## src/rtl/sync_multi_pkg.sv

```systemverilog
// rtl/sync_multi_pkg.sv - shared types and synchronizer depth for sync_multi
// Holds the TX/RX handshake state enums and SYNC_STAGES.
// Macro SYNC_MULTI_SYNC3_EN: when defined, both handshake synchronizers are 3 stages deep, else 2.
package sync_multi_pkg;

    typedef enum logic [1:0] {
        TX_IDLE = 2'd0,
        TX_REQ  = 2'd1,
        TX_DROP = 2'd2
    } tx_state_t;

    typedef enum logic {
        RX_IDLE = 1'b0,
        RX_ACK  = 1'b1
    } rx_state_t;

`ifdef SYNC_MULTI_SYNC3_EN
    localparam int SYNC_STAGES = 3;
`else
    localparam int SYNC_STAGES = 2;
`endif

endpackage

```

## src/rtl/sync_bit.sv

```systemverilog
// rtl/sync_bit.sv - single-bit flop-chain synchronizer
// Ports: clk (rising edge), reset (async active-low, clears chain to 0),
//        din (bit to synchronize), dout (din delayed by STAGES flops).
// Parameter STAGES: chain depth, at least 2.
module sync_bit #(
    parameter int STAGES = 2
) (
    input  logic clk,
    input  logic reset,
    input  logic din,
    output logic dout
);

    logic [STAGES-1:0] chain;

    always_ff @(posedge clk or negedge reset) begin
        if (!reset) begin
            chain <= '0;
        end else begin
            chain <= {chain[STAGES-2:0], din};
        end
    end

    assign dout = chain[STAGES-1];

endmodule

```

## src/rtl/sync_multi.sv

```systemverilog
// rtl/sync_multi.sv - multi-bit data synchronizer over a four-phase req/ack handshake
// Ports: clk (rising edge), reset (async active-low), in_data/v (producer word and valid level),
//        out_data (delivered word, held until next delivery), f (busy, v ignored),
//        d (one-cycle strobe marking a new out_data).
// Parameter DATA_WIDTH: word width. Macro SYNC_MULTI_SYNC3_EN selects 3-stage synchronizers.
module sync_multi
    import sync_multi_pkg::*;
#(
    parameter int DATA_WIDTH = 8
) (
    input  logic                  clk,
    input  logic                  reset,
    input  logic [DATA_WIDTH-1:0] in_data,
    input  logic                  v,
    output logic [DATA_WIDTH-1:0] out_data,
    output logic                  f,
    output logic                  d
);

    tx_state_t             tx_state;
    rx_state_t             rx_state;
    logic                  req;
    logic                  ack;
    logic                  req_s;
    logic                  ack_s;
    // Crosses to the RX side unsynchronized; the handshake keeps it stable
    // from capture until ack_s has dropped again.
    logic [DATA_WIDTH-1:0] tx_data;

    sync_bit #(.STAGES(SYNC_STAGES)) u_req_sync (
        .clk   (clk),
        .reset (reset),
        .din   (req),
        .dout  (req_s)
    );

    sync_bit #(.STAGES(SYNC_STAGES)) u_ack_sync (
        .clk   (clk),
        .reset (reset),
        .din   (ack),
        .dout  (ack_s)
    );

    always_ff @(posedge clk or negedge reset) begin
        if (!reset) begin
            tx_state <= TX_IDLE;
            req      <= 1'b0;
            tx_data  <= '0;
        end else begin
            case (tx_state)
                TX_IDLE: begin
                    if (v) begin
                        tx_data  <= in_data;
                        req      <= 1'b1;
                        tx_state <= TX_REQ;
                    end
                end
                TX_REQ: begin
                    if (ack_s) begin
                        req      <= 1'b0;
                        tx_state <= TX_DROP;
                    end
                end
                TX_DROP: begin
                    // Wait for the receiver to lower ack before accepting again.
                    if (!ack_s) begin
                        tx_state <= TX_IDLE;
                    end
                end
                default: begin
                    req      <= 1'b0;
                    tx_state <= TX_IDLE;
                end
            endcase
        end
    end

    assign f = (tx_state != TX_IDLE);

    always_ff @(posedge clk or negedge reset) begin
        if (!reset) begin
            rx_state <= RX_IDLE;
            ack      <= 1'b0;
            out_data <= '0;
            d        <= 1'b0;
        end else begin
            d <= 1'b0;
            case (rx_state)
                RX_IDLE: begin
                    if (req_s) begin
                        out_data <= tx_data;
                        d        <= 1'b1;
                        ack      <= 1'b1;
                        rx_state <= RX_ACK;
                    end
                end
                RX_ACK: begin
                    if (!req_s) begin
                        ack      <= 1'b0;
                        rx_state <= RX_IDLE;
                    end
                end
                default: begin
                    ack      <= 1'b0;
                    rx_state <= RX_IDLE;
                end
            endcase
        end
    end

endmodule

```

## config.mk

```make
export PLATFORM = sky130hd
export DESIGN_NAME = sync_multi
export DESIGN_NICKNAME = d
export VERILOG_FILES = /design/src/rtl/sync_multi_pkg.sv /design/src/rtl/sync_bit.sv /design/src/rtl/sync_multi.sv
export SDC_FILE = /design/constraint.sdc
export NUM_CORES = 1
export LEC_CHECK = 0
export ABC_AREA = 1
export CAP_MARGIN = 20
export CELL_PAD_IN_SITES_DETAIL_PLACEMENT = 0
export CELL_PAD_IN_SITES_GLOBAL_PLACEMENT = 1
export CORE_ASPECT_RATIO = 0.5
export CORE_MARGIN = 5
export CORE_UTILIZATION = 33
export DETAILED_ROUTE_END_ITERATION = 6
export HOLD_SLACK_MARGIN = 0.08
export PLACE_DENSITY = 0.69
export SETUP_SLACK_MARGIN = 0.05
export SLEW_MARGIN = 20
export SYNTH_ARGS = -nofsm -noshare
export SYNTH_HDL_FRONTEND = slang
export SYNTH_SLANG_ARGS = --single-unit
```

## constraint.sdc

```tcl
create_clock -name clk -period 1.7 [get_ports clk]
set_clock_uncertainty 0.2 [all_clocks]
set_input_delay 0.255 -clock clk [delete_from_list [all_inputs] [get_ports clk]]
set_output_delay 0.255 -clock clk [all_outputs]
set_load 0.02 [all_outputs]
```

==> results.md, run 1 <==
- Synth-to-layout area growth: 33.9%
- Critical path class: reg -> out
- DR DRC count: 0
- Startpoint types: flop
- Design area: roughly 0.0013 sq mm
- Initial core utilization: 0.359
- Crit path cell chain: nor2_8, inv_2, clkbuf_2
- Post-synthesis sequential area ratio: 0.671
- Fmax: 0.678 GHz
- Initial antenna violation count: 0
- Routed vias/inst: 4.27
- Wirelength per Cell: between 10 and 15 um
- Top cell family by delay on the critical path: flip-flops
- IO Pins: 21
- Worst path max stage delay: ~0.45 ns
- H-tree levels: 1
- Pin count of the biggest net entering global routing: 27
- R2R setup slack: 0.39 ns
- Total GRT Usage: 0.0955
- Hold_buf cts: 0
- DRT Pass-1 Iters: 4
- Switching share of power: 0.351
- Vias: between 600 and 700
- Ys Warns: 0
- DRT iter0 DRCs: 10
- Peak VDD IR: 0.000760 V
- Critical Path End Type: output port
- Combinational Power Share: 0.349
- Crit-path slowest cell: dfrtp_2
- Hpwl dp: approximately 1300 um
- Max_slew headroom: 0.789
- Layout cell share with drive strength beyond 1: 0.132
- Capturing point of the worst reg2reg path: tx_data[2]
- Top Usage Layer GRT: met2
- Critical path required time: about 1.2 ns
- Clock root buffer master: clkbuf_8
- Die Y: around 48 um
- Grt met2 use: 0.170
- Internal power: about 1.6 mW
- Global-route wire length before repair: 3080 um
- Total grt overflow: 0
- Worst Reg-to-Reg Cells: 5
- Final Util: 0.481
- Yosys reg bits: 26
- Port Buffer Count: 20
- Status: completed
- Max-Cap Viols: 0
- Net Count, Synth: ~110
- Total Neg Setup Slack: 0 ns
- Clk sink count: 26
- Static leakage: approximately 0.67 nW
- Total power: ~2.4 mW
- Reg power frac: 0.444
- Unique masters post-synth: 14
- Gpl congestion: roughly 0.77
- Core area: 0.00270 sq mm
- Clk pin slew, worst setup/hold paths: about 0.080 ns
- Area after DPL: between 0.001 and 0.0015 sq mm
- FILL cells: 273
- Gate count of the mapped netlist: 94
- Multi-input logic area: 258 sq um
- CP arrival: roughly 1.0 ns
- CTS max path bufs: 2
- Floorplan die width: ~87 um
- Reg2Reg Launch Point: tx_state[1]
- Final period util: 0.868
- Mapped Area: 970 sq um
- Detail Route Antenna Nets: 0
- Number of cell rows: 13
- CTS tree: yes
- Synth Area per Inst: about 10 sq um
- Setup violators final: 0
- PwrDens: ~1900 mW/mm^2
- Net Switching: roughly 0.85 mW
- Flip-flop and latch area: about 650 sq um
- Clk network pwr share: 0.207
- Slew @ Worst Pin: ~0.32 ns
- Critical path depth in cells: 3
- Final nets: around 130
- Max-slew violation count: 0
- Met1 usage: 0.105
- Ant diodes: 0
- CP max FO: 2
- Die area: 0.00419 sq mm
- Met3 usage in global routing: 0.0354
- RSZ-0062 raised after global routing: false
- Drt total wl: about 1700 um
- Hold Fails Final Rpt: 0
- TritonCTS Buffers: 3
- Worst-skew pair later-pin latency: about 0.27 ns
- WP buf/inv: 2
- Number of global-route vias before repair: 680
- Min cycle time layout: ~1.5 ns
- Hold Crit Class: in -> async
==> worst register-to-register path, cell delays in order, from the launching register on <==
cell and delay (ns):
dfrtp_2 0.45, nor2_8 0.12, buf_4 0.17, nand2_4 0.11, nand2_1 0.09, nand2_1 0.06
==> routing by layer <==
layer  up-vias  wire length, um  part of all wire
li1        343                -                 -
met1       319              741              0.43
met2        11              885              0.51
met3         2               80             0.046
met4         0               15            0.0087
met5         -                0                 0
==> synthesized netlist by cell type <==
master,count,area (sq um)
nand2_1,29,109
dfrtp_1,26,651
inv_1,12,45.0
nand3_1,8,40.0
o21ai_1,7,35.0
nor2_1,3,11.3
o21ai_0,2,10.0
a21oi_2,1,8.76
buf_2,1,5.00
buf_4,1,7.51
ha_1,1,12.5
inv_2,1,3.75
nand2_4,1,11.3
nor2_8,1,20.0
==> power groups by stage <==
stage / sequential [mW] / combinational (mW) / clock, mW
floorplan: 1.17 / 0.446 / 0
global placement: 1.08 / 0.910 / 0
detailed placement: 1.09 / 0.932 / 0
CTS: 1.08 / 0.861 / 0.515
global route: 1.12 / 0.955 / 0.541
finish: 1.07 / 0.841 / 0.499
==> logic make-up after synthesis <==
| group | synth area share |
|---|---|
| adder cells (fa/ha/maj) | 0.0129 |
| AND/OR/NAND/NOR | 0.197 |
| flip-flops | 0.671 |
| buffers and inverters | 0.0632 |
| AO/OA/AOI/OAI | 0.0555 |
==> state kept, by name, summed over array words and instances (netlist names) <==
name and count:
u_ack_sync.chain 2, u_req_sync.chain 2, rx_state 1, tx_data 8
out_data 8, req 1, tx_state 2, ack 1
d 1
==> what timing repair did <==
action / in CTS / in global routing
endpoints found under the hold margin: 0 / 0
setup endpoints to repair: 10 / 1
buffers inserted: 0 / 1
resized for setup: 12 / 2
==> worst max-delay path by stage <==
| stage | from | to | slack [ns] |
|---|---|---|---|
| 3_3_place_gp | tx_state[0] | f | 0.11 |
| 4_1_cts | tx_state[1] | f | 0.03 |
| 3_5_place_dp | tx_state[0] | f | 0.09 |
| 5_1_grt | tx_state[1] | f | 0.17 |
| 6_report | tx_state[1] | f | 0.22 |
| 2_1_floorplan | rx_state | out_data[4] | 0.48 |
==> cell type report <==
type / count / area share
Sequential cell: 26 / 0.503
Multi-Input combinational cell: 53 / 0.198
Timing Repair Buffer: 25 / 0.171
Inverter: 13 / 0.0376
Tap cell: 37 / 0.0356
Clock buffer: 3 / 0.0318
Clock inverter: 1 / 0.0231
==> cell usage in the layout (no fill, tap or decap), types with 2 or more instances in the layout <==
| master | instances |
|---|---|
| nand2_1 | 29 |
| dfrtp_1 | 24 |
| inv_1 | 12 |
| clkdlybuf4s50_1 | 10 |
| dlygate4sd2_1 | 9 |
| nand3_1 | 8 |
| o21ai_1 | 7 |
| buf_4 | 5 |
| nor2_1 | 3 |
| clkbuf_8 | 3 |
| o21ai_0 | 2 |
| dfrtp_2 | 2 |
==> stage by stage <==
stage	hold WS, ns	worst slack [ns]	cells
after CTS	0.143	0.0348	157
after global routing	0.159	0.171	158
after floorplan	-0.241	0.483	94
final	0.138	0.224	158
after detailed placement	0.136	0.0887	153
after global placement	0.135	0.112	153
(Power assumes the default switching activity.)
==> inputs of run 2 (changes only) <==
- clock period: 1.7 -> 1.4 ns (I/O delays scaled with it)
==> run 2 against run 1 <==
  * The flow now finishes with violations (negative setup slack)
  * Via count rose by 2.1%
  * Power up 31%
  * Die area stayed put
  * Sequential power increased by 21%
  * Clock power is 21% higher
  * Non-clock buffer count up 6
  * Clock-buffer cell count did not move
  * First-iteration DRC count is 120% higher
  * Flip-flop and latch count did not move
  * Sequential share of layout area down 3.1 points
  * Final cell count grew 3.8%
  * Highest routed layer unchanged
==> results.md, run 2 (synthesized netlist as in run 1, its figures left out) <==
- Die area: 0.00419 sq mm (unchanged)
- Area after DPL: 0.00130 sq mm (was 0.00123 sq mm)
- Gpl congestion: 0.675 (was 0.773)
- Worst-skew pair later-pin latency: 0.27 ns (about the same)
- CP max FO: 2 (unchanged)
- Initial core utilization: 0.359 (unchanged)
- DRT iter0 DRCs: 22 (was 10)
- Critical path class: reg -> out (unchanged)
- Min cycle time layout: between 1 and 1.5 ns
- Hold Crit Class: reg -> reg (was in -> async)
- IO Pins: 21 (unchanged)
- RSZ-0062 raised after global routing: true (was false)
- Global-route wire length before repair: 3090 um (was 3080 um)
- Static leakage: 0.694 nW (was 0.670 nW)
- Layout cell share with drive strength beyond 1: 0.276 (was 0.132)
- Capturing point of the worst reg2reg path: tx_data[4] (was tx_data[2])
- H-tree levels: 1 (unchanged)
- Setup violators final: 1 (was 0)
- Total GRT Usage: 0.0951 (was 0.0955)
- Status: complete, but fails checks (was completed)
- Die Y: 48.3 um (unchanged)
- Worst path max stage delay: 0.45 ns (about the same)
- DRT Pass-1 Iters: 4 (unchanged)
- R2R setup slack: 0.06 ns (was 0.39 ns)
- Floorplan die width: 86.7 um (unchanged)
- Ant diodes: 0 (unchanged)
- Total grt overflow: 0 (unchanged)
- Clock root buffer master: clkbuf_8 (unchanged)
- Final critical-path setup slack: -0.00767 ns (was 0.224 ns)
- Wirelength per Cell: 10.3 um (was 10.9 um)
- Failing checks: negative setup slack
- CP arrival: 1.00 ns (was 1.02 ns)
- Min-delay src: u_ack_sync.chain[0]
- Hold path depth: 0
- Peak VDD IR: 0.000778 V (was 0.000760 V)
- Max-slew violation count: 0 (unchanged)
- Commonest non-fill, non-tap cell in the layout: dfrtp_1 (was nand2_1)
- Detail Route Antenna Nets: 0 (unchanged)
- Number of cell rows: 13 (unchanged)
- Max-Cap Viols: 0 (unchanged)
- Slew @ Worst Pin: 0.291 ns (was 0.316 ns)
- Startpoint types: flop (unchanged)
- Crit path cell chain: nor2_8, inv_2, buf_6 (was nor2_8, inv_2, clkbuf_2)
- CTS tree: yes (unchanged)
- Critical path required time: 0.99 ns (was 1.24 ns)
- Hpwl dp: 1270 um (was 1300 um)
- Crit-path slowest cell: dfrtp_2 (unchanged)
- WP buf/inv: 2 (unchanged)
- Pin count of the biggest net entering global routing: 27 (unchanged)
- TritonCTS Buffers: 3 (unchanged)
- Max_slew headroom: 0.805 (was 0.789)
- Top Registers: out_data (8), tx_data (8) (unchanged)
- Initial antenna violation count: 0 (unchanged)
- Hold Fails Final Rpt: 0 (unchanged)
- Design area: 0.00138 sq mm (was 0.00130 sq mm)
- Synth-to-layout area growth: 42.3% (was 33.9%)
- Top cell family by delay on the critical path: flip-flops (unchanged)
- Final period util: 1.01
- FILL cells: 257 (was 273)
- PwrDens: 2280 mW/mm^2 (was 1860 mW/mm^2)
- Vias: 689 (was 675)
- Most frequent cells in the layout: dfrtp_1, nand2_1, inv_1 (was nand2_1, dfrtp_1, inv_1)
- Critical Path End Type: output port (unchanged)
- Worst Hold End: u_ack_sync.chain[1]
- Total power: 3.15 mW (was 2.41 mW)
- Routed vias/inst: 4.20 (was 4.27)
- DR DRC count: 0 (unchanged)
- Drt total wl: 1680 um (was 1720 um)
- Clk sink count: 26 (unchanged)
- Clk pin slew, worst setup/hold paths: 0.08 ns (about the same)
- Number of global-route vias before repair: 701 (was 680)
- Core area: 0.00270 sq mm (unchanged)
- Fmax: between 0.7 and 0.8 GHz
- Port Buffer Count: 20 (unchanged)
- Reg2Reg Launch Point: tx_state[0] (was tx_state[1])
- Final nets: 140 (was 134)
- CTS max path bufs: 2 (unchanged)
- Worst Reg-to-Reg Cells: 6 (was 5)
==> run 2: cell count changes in the layout (fill, tap and decap cells not counted), sizes merged <==
| cell | delta |
|---|---|
| dlygate4sd2 | -9 |
| dlygate4sd3 | +1 |
| clkdlybuf4s15 | +1 |
| buf | +13 |
==> run 2: layout make-up <==
| cell class | instances | area, sq um | share of cell area |
|---|---|---|---|
| Clock inverter | 1 | 30.0 | 0.0218 |
| Sequential cell | 26 | 652 | 0.472 |
| Tap cell | 37 | 46.3 | 0.0335 |
| Timing Repair Buffer | 31 | 280 | 0.203 |
| Inverter | 13 | 48.8 | 0.0354 |
| Multi-Input combinational cell | 53 | 282 | 0.204 |
| Clock buffer | 3 | 41.3 | 0.0299 |
==> run 2: what timing repair did <==
action | CTS | global route
hold buffers | 1 | 0
endpoints found under the hold margin | 15 | 0
setup buffers | 1 | 0
endpoints found under the setup margin | 10 | 18
pin swaps | 1 | 5
resized for setup | 35 | 16
cloned | 0 | 0
==> run 2: worst max-delay path by stage <==
stage / cells after the start / from / end / slack, ns
2_1_floorplan: 5 / rx_state / out_data[4] / 0.18
3_3_place_gp: 3 / tx_state[1] / f / -0.12
3_5_place_dp: 3 / tx_state[1] / f / -0.13
4_1_cts: 3 / tx_state[0] / f / -0.02
5_1_grt: 3 / tx_state[0] / f / -0.05
6_report: 3 / tx_state[0] / f / -0.008
==> run 2: metal layers <==
layer  part of all wire  global-route usage  wire length [um]
met1               0.44               0.117               735
met2               0.49               0.150               824
met3              0.060              0.0354               101
met4              0.013              0.0389                22
met5                  0                   0                 0
==> run 2: through the flow <==
stage / worst slack, ns / cells / util / TNS, ns / hold slack [ns]
floorplan: 0.183 / 94 / - / 0 / -0.286
global placement: -0.122 / 158 / 0.480 / -0.122 / 0.135
detailed placement: -0.133 / 158 / 0.480 / -0.133 / 0.139
CTS: -0.0247 / 164 / 0.522 / -0.0247 / 0.166
global route: -0.0482 / 164 / 0.511 / -0.0482 / 0.171
finish: -0.00767 / 164 / 0.511 / -0.00767 / 0.162
==> run 2: where the power goes <==
part / internal (mW) / switching [mW] / leakage (nW) / total [mW]
logic: 0.565 / 0.678 / 0.337 / 1.24
registers: 1.11 / 0.193 / 0.321 / 1.30
clock network: 0.382 / 0.223 / 0.0357 / 0.606
